--- config.mk ---
export PLATFORM = sky130hd
export DESIGN_NAME = multiport_frontend
export DESIGN_NICKNAME = d
export VERILOG_FILES = /design/src/rtl/multiport_frontend_pkg.sv /design/src/rtl/multiport_frontend_rr_arbiter.sv /design/src/rtl/multiport_frontend.sv
export SDC_FILE = /design/constraint.sdc
export NUM_CORES = 1
export LEC_CHECK = 0
export CORE_MARGIN = 2
export CORE_UTILIZATION = 26
export DETAILED_ROUTE_END_ITERATION = 6
export PLACE_DENSITY = 0.66
export SETUP_SLACK_MARGIN = 0.2
export SLEW_MARGIN = 20
export SYNTH_ARGS = -nofsm -noshare
export SYNTH_HDL_FRONTEND = slang
export SYNTH_SLANG_ARGS = --single-unit
--- constraint.sdc ---
create_clock -name clk -period 4.9 [get_ports clk]
set_input_delay 0.98 -clock clk [delete_from_list [all_inputs] [get_ports clk]]
set_output_delay 0.98 -clock clk [all_outputs]
set_load 0.02 [all_outputs]
--- src/rtl/multiport_frontend_pkg.sv ---
// Shared types and helpers for the multi-port memory request frontend.
package multiport_frontend_pkg;

  // Upper bound on the port count; index-based lookups use vectors padded to this width.
  localparam int MAX_PORTS = 8;
  localparam int IDX_W     = 3;

  typedef enum logic [1:0] {
    IDLE = 2'd0,
    BUSY = 2'd1,
    HOLD = 2'd2
  } state_e;

  // Returns the position of the set bit in a one-hot vector; 0 if none is set.
  function automatic logic [IDX_W-1:0] onehot_to_index(input logic [MAX_PORTS-1:0] onehot);
    logic [IDX_W-1:0] idx;
    idx = '0;
    for (int i = 0; i < MAX_PORTS; i++) begin
      if (onehot[i]) idx = IDX_W'(i);
    end
    return idx;
  endfunction

endpackage

--- src/rtl/multiport_frontend_rr_arbiter.sv ---
// Combinational winner search: fixed priority from port 0, or round-robin
// starting at the pointer and wrapping modulo N.
module rr_arbiter
  import multiport_frontend_pkg::*;
#(
  parameter int N       = 4,
  parameter bit RR_MODE = 1'b0
) (
  input  logic [N-1:0]     req,
  input  logic [IDX_W-1:0] pointer,
  output logic [N-1:0]     grant,
  output logic [IDX_W-1:0] winner
);

  logic [MAX_PORTS-1:0] req_ext;
  logic [IDX_W-1:0]     start;
  logic [IDX_W:0]       cand;
  logic                 found;

  assign req_ext = MAX_PORTS'(req);
  assign start   = RR_MODE ? pointer : '0;

  // Walk the ports from the start position and take the first requester.
  always_comb begin
    winner = '0;
    found  = 1'b0;
    cand   = '0;
    for (int k = 0; k < N; k++) begin
      cand = {1'b0, start} + (IDX_W+1)'(k);
      if (cand >= (IDX_W+1)'(N)) cand = cand - (IDX_W+1)'(N);
      if (!found && req_ext[cand[IDX_W-1:0]]) begin
        found  = 1'b1;
        winner = cand[IDX_W-1:0];
      end
    end
  end

  assign grant = (|req) ? (N'(1) << winner) : '0;

endmodule

--- src/rtl/multiport_frontend.sv ---
// N-port request arbiter in front of a single-command memory controller.
// States:
//   IDLE | no grant; arbitrate and latch the winner's command
//   BUSY | command presented to the controller, handshakes routed to grantee
//   HOLD | locked grant kept between ops; only the grantee can issue next
module multiport_frontend
  import multiport_frontend_pkg::*;
#(
  parameter int NUM_PORTS = 4,
  parameter int ADDR_W    = 23,
  parameter int DATA_W    = 16,
  parameter bit RR_MODE   = 1'b0
) (
  input  logic                        clk,
  input  logic                        reset,
  input  logic [NUM_PORTS*ADDR_W-1:0] port_addr,
  input  logic [NUM_PORTS*DATA_W-1:0] port_data_wr,
  input  logic [NUM_PORTS-1:0]        port_wr,
  input  logic [NUM_PORTS-1:0]        port_rd,
  input  logic [NUM_PORTS-1:0]        port_burst,
  input  logic [NUM_PORTS-1:0]        port_lock,
  output logic [NUM_PORTS-1:0]        port_grant,
  output logic [NUM_PORTS-1:0]        port_op_begun,
  output logic [NUM_PORTS-1:0]        port_data_ok,
  output logic [NUM_PORTS-1:0]        port_op_finished,
  output logic [NUM_PORTS-1:0]        port_stall,
  input  logic                        op_begun,
  input  logic                        data_ok,
  input  logic                        op_finished,
  output logic [ADDR_W-1:0]           app_addr,
  output logic [DATA_W-1:0]           app_data_out,
  output logic                        app_wr,
  output logic                        app_rd,
  output logic                        app_burst
);

  state_e                 state_q, state_d;
  logic [NUM_PORTS-1:0]   grant_q, grant_d;
  logic [IDX_W-1:0]       ptr_q, ptr_d;
  logic [ADDR_W-1:0]      app_addr_q, app_addr_d;
  logic [DATA_W-1:0]      app_data_q, app_data_d;
  logic                   app_wr_q, app_wr_d;
  logic                   app_rd_q, app_rd_d;
  logic                   app_burst_q, app_burst_d;

  logic [NUM_PORTS-1:0]   req, arb_grant, latch_oh;
  logic [IDX_W-1:0]       arb_winner, win, sel;
  logic                   load, busy;
  logic [MAX_PORTS-1:0]   req_ext, lock_ext, wr_ext, rd_ext, burst_ext;
  logic [ADDR_W-1:0]      addr_arr [MAX_PORTS];
  logic [DATA_W-1:0]      data_arr [MAX_PORTS];

  assign req       = port_wr | port_rd;
  assign req_ext   = MAX_PORTS'(req);
  assign lock_ext  = MAX_PORTS'(port_lock);
  assign wr_ext    = MAX_PORTS'(port_wr);
  assign rd_ext    = MAX_PORTS'(port_rd);
  assign burst_ext = MAX_PORTS'(port_burst);

  // Unpack per-port address/data into fixed-size arrays so a 3-bit index selects exactly.
  for (genvar g = 0; g < MAX_PORTS; g++) begin : g_unpack
    if (g < NUM_PORTS) begin : g_used
      assign addr_arr[g] = port_addr[g*ADDR_W +: ADDR_W];
      assign data_arr[g] = port_data_wr[g*DATA_W +: DATA_W];
    end else begin : g_pad
      assign addr_arr[g] = '0;
      assign data_arr[g] = '0;
    end
  end

  rr_arbiter #(
    .N       (NUM_PORTS),
    .RR_MODE (RR_MODE)
  ) u_arb (
    .req     (req),
    .pointer (ptr_q),
    .grant   (arb_grant),
    .winner  (arb_winner)
  );

  assign win = onehot_to_index(MAX_PORTS'(grant_q));

  // Next-state, grant, pointer and command-register update.
  always_comb begin
    state_d     = state_q;
    grant_d     = grant_q;
    ptr_d       = ptr_q;
    app_addr_d  = app_addr_q;
    app_data_d  = app_data_q;
    app_wr_d    = app_wr_q;
    app_rd_d    = app_rd_q;
    app_burst_d = app_burst_q;
    load        = 1'b0;
    sel         = win;
    case (state_q)
      IDLE: begin
        if (|req) begin
          load    = 1'b1;
          sel     = arb_winner;
          grant_d = arb_grant;
          state_d = BUSY;
        end
      end
      BUSY: begin
        if (op_finished) begin
          app_wr_d    = 1'b0;
          app_rd_d    = 1'b0;
          app_burst_d = 1'b0;
          ptr_d       = (win == IDX_W'(NUM_PORTS-1)) ? '0 : win + IDX_W'(1);
          if (lock_ext[win]) begin
            state_d = HOLD;
          end else begin
            grant_d = '0;
            state_d = IDLE;
          end
        end
      end
      HOLD: begin
        if (req_ext[win]) begin
          load    = 1'b1;
          state_d = BUSY;
        end else if (!lock_ext[win]) begin
          grant_d = '0;
          state_d = IDLE;
        end
      end
      default: begin
        grant_d = '0;
        state_d = IDLE;
      end
    endcase
    if (load) begin
      app_addr_d  = addr_arr[sel];
      app_data_d  = data_arr[sel];
      app_wr_d    = wr_ext[sel];
      app_rd_d    = rd_ext[sel];
      app_burst_d = burst_ext[sel];
    end
  end

  // State and command registers; reset abandons any in-flight op.
  always_ff @(posedge clk or posedge reset) begin
    if (reset) begin
      state_q     <= IDLE;
      grant_q     <= '0;
      ptr_q       <= '0;
      app_addr_q  <= '0;
      app_data_q  <= '0;
      app_wr_q    <= 1'b0;
      app_rd_q    <= 1'b0;
      app_burst_q <= 1'b0;
    end else begin
      state_q     <= state_d;
      grant_q     <= grant_d;
      ptr_q       <= ptr_d;
      app_addr_q  <= app_addr_d;
      app_data_q  <= app_data_d;
      app_wr_q    <= app_wr_d;
      app_rd_q    <= app_rd_d;
      app_burst_q <= app_burst_d;
    end
  end

  // A port is only released from stall in the cycle its command is latched.
  // Nothing is accepted while reset is held, but the stall outputs are forced low then.
  assign latch_oh = load ? grant_d : '0;
  assign busy     = (state_q == BUSY);

  assign port_grant       = grant_q;
  assign port_op_begun    = (busy && op_begun)    ? grant_q : '0;
  assign port_data_ok     = (busy && data_ok)     ? grant_q : '0;
  assign port_op_finished = (busy && op_finished) ? grant_q : '0;
  assign port_stall       = reset ? '0 : (req & ~latch_oh);

  assign app_addr     = app_addr_q;
  assign app_data_out = app_data_q;
  assign app_wr       = app_wr_q;
  assign app_rd       = app_rd_q;
  assign app_burst    = app_burst_q;

endmodule

==> flow_summary.ini <==
[logic_synthesis]
postSynthCellCount = 338
synth_edf_count = 0
async_reset_ff_frac = 1.00
synth_area_um2 = 3620
synth_fp_nets = 515
yosysSeqAreaShare = 0.332
yosysUniqueCellTypes = 48
yosysWarnings = 0
syn_area_per_cell_um2 = 10.7
synth_ff_type = dfrtp_1
ys_ff_latch = 48

[cells_and_area]
final_cell_mix = 238 x clkdlybuf4s50_1, 85 x mux2i_1, 48 x nor2_1, 48 x dfrtp_1, 36 x a221oi_2
final_common_cell = clkdlybuf4s50_1
nNetsFinal = 740
area_delta_synth_final_pct = 72.6
antennaDiodeCount = 0
final_area_um2 = 6240
nFillCells = 1290
drive_gt1_frac = 0.115

[detailed_routing]
drc = 0
drtPass1Iterations = 4
wl_per_cell_um = 16.9
num_vias = 3629
via_per_inst = 4.88
initialDrtViolationCount = 299
drtAntennaViolNets = 0
finalWirelength_um = 12600

[floorplan]
start_util = 0.264
dieArea_um2 = 14900
ios = 239
fp.coreArea_um2 = 13700
die_y_um = 122
rows = 43
fp.dieW_um = 122

[sta]
tns_ns = 0
tightest_slew_ns = 0.926
finalSetupViolations = 0
fin_crit_ns = 4.36
period_share = 0.890
grt_setup_unrepaired = false
clock.fmax_ghz = 0.229
drv_slew = 0
relSlewSlack = 0.383
fin_skew_ns = 0.00488
hold_violations = 0

[global_route]
grt_max_degree = 49
grt_usage = 0.159
grt_pass1_vias = 3604
grt_antenna_before_repair = 0
grt.overflow.total = 0
grt_pass1_wl_um = 18900

[clocking]
insertion_delay_ns = 0.28
cts_tree = built
clockBufferDepth = 2
cts.repair.resized = 0
cts_buffers = 5
clk_pin_slew_ns = 0.06
cts_hold_buf = 0
clock-root-buffer = clkbuf_16
clock_sinks = 48
post_cts_buffers = 0
htree_levels = 2

[worst_setup_path]
cp.arrival_ns = 3.38
r2r_cells = 6
cp-start-kind = primary input
worst-setup-path-type = in2out
critical_path.top_delay_family = buffers and inverters
cp-end-kind = output pin
cp.depth = 7
path_cells = clkdlybuf4s50_1, or4_4, nor3_1, o21ai_0, a21oi_2, a31oi_1, clkdlybuf4s50_1
critPathMostFrequentCell = clkdlybuf4s50_1
required_ns = 3.92
cp_slowest_cell = or4_4
cp_num_buf_inv = 2
max_stage_delay_ns = 0.59
crit_fanout = 4

[placed_design]
io_buffers = 238
hpwl_um = 9640
place_area_um2 = 6090
gp_congestion = 0.890

[min_path]
hold_path_depth = 2
worst_hold_path_type = reg2reg

[run_status]
status = finished clean

[power_and_ir_drop]
p_per_area_nw_per_um2 = 377
ir_worst_vdd_v = 0.000147
p_leak_nw = 2.39

[job]
drv_cap = 0
sequential cells by signal, indices dropped and copies added, names as in the netlist:
name          count
app_data_out     16
port_grant        4
app_rd            1
app_wr            1
state_q           2
app_burst         1
app_addr         23
synthesized netlist by cell type (all sizes together) (3+ instances only):
library cell / count / share of area
o221ai: 3 / 0.0073
nor2b: 3 / 0.0052
o31ai: 3 / 0.010
a21oi: 7 / 0.014
nand2: 9 / 0.0093
nor3: 3 / 0.0041
nor2: 52 / 0.058
and3: 9 / 0.016
nand3b: 3 / 0.0062
inv: 10 / 0.010
dfrtp: 48 / 0.33
mux2i: 85 / 0.24
a221oi: 41 / 0.16
o21ai: 8 / 0.011
buf: 24 / 0.053
kinds of logic after synthesis:
group                  after synthesis  synth area share
AND/OR/NAND/NOR                     88             0.117
multiplexers                        85             0.235
AO/OA/AOI/OAI                       81             0.250
flip-flops                          48             0.332
buffers and inverters               36            0.0654
stage by stage:
| step | setup slack (ns) | cells | total power [W] | utilization | hold WS [ns] |
|---|---|---|---|---|---|
| 6_report | 0.537 | 744 | 0.00235 | 0.455 | 0.527 |
| 5_1_grt | 0.426 | 744 | 0.00249 | 0.455 | 0.560 |
| 4_1_cts | 0.533 | 744 | 0.00239 | 0.455 | 0.533 |
| 2_1_floorplan | 1.35 | 338 | 0.00144 | - | 0.625 |
| 3_5_place_dp | 0.539 | 736 | 0.00202 | 0.444 | 0.516 |
| 3_3_place_gp | 0.573 | 736 | 0.00201 | 0.444 | 0.506 |
final cells by class:
type / instances / area [µm²] / share of cell area
inverter: 10 / 37.5 / 0.00601
multi-input combinational: 254 / 2190 / 0.351
clock buffer: 7 / 143 / 0.0229
timing repair buffer: 244 / 2440 / 0.391
tap: 180 / 225 / 0.0361
sequential: 48 / 1200 / 0.192
clock inverter: 1 / 7.51 / 0.00120
worst reg2reg max path, delay by kind of cell, from the launching register on:
kind | cells | cell delay (ns)
compound gates | 3 | 1.31
buf+inv | 1 | 0.29
flops | 1 | 0.53
simple gates | 2 | 0.38
per-layer routing:
layer  share of wire  wire (µm)  up-vias  global-route usage
met5               0          0        -                   0
met4          0.0092        116        0              0.0287
met3           0.093       1160        8              0.0412
met2            0.49       6140      166               0.283
met1            0.41       5140     1711               0.196
li1                -          -     1744                   -
worst paths after layout:
path	from	end	slack [ns]
setup reg to reg	port_grant[1]	app_data_out[9]	2.22
max in group asynchronous	reset	app_data_out[4]	3.16
setup / recovery	port_wr[2]	port_stall[1]	0.54
hold reg to reg	app_burst	app_burst	0.53
hold / removal	app_burst	app_burst	0.53
min in group asynchronous	reset	app_data_out[13]	1.31
report_power, final:
part	total [W]	internal, W	switching, W
clock network	0.000352	0.000204	0.000149
registers	0.000647	0.000547	0.0000996
logic	0.00136	0.000681	0.000674
(Power assumes the default switching activity.)
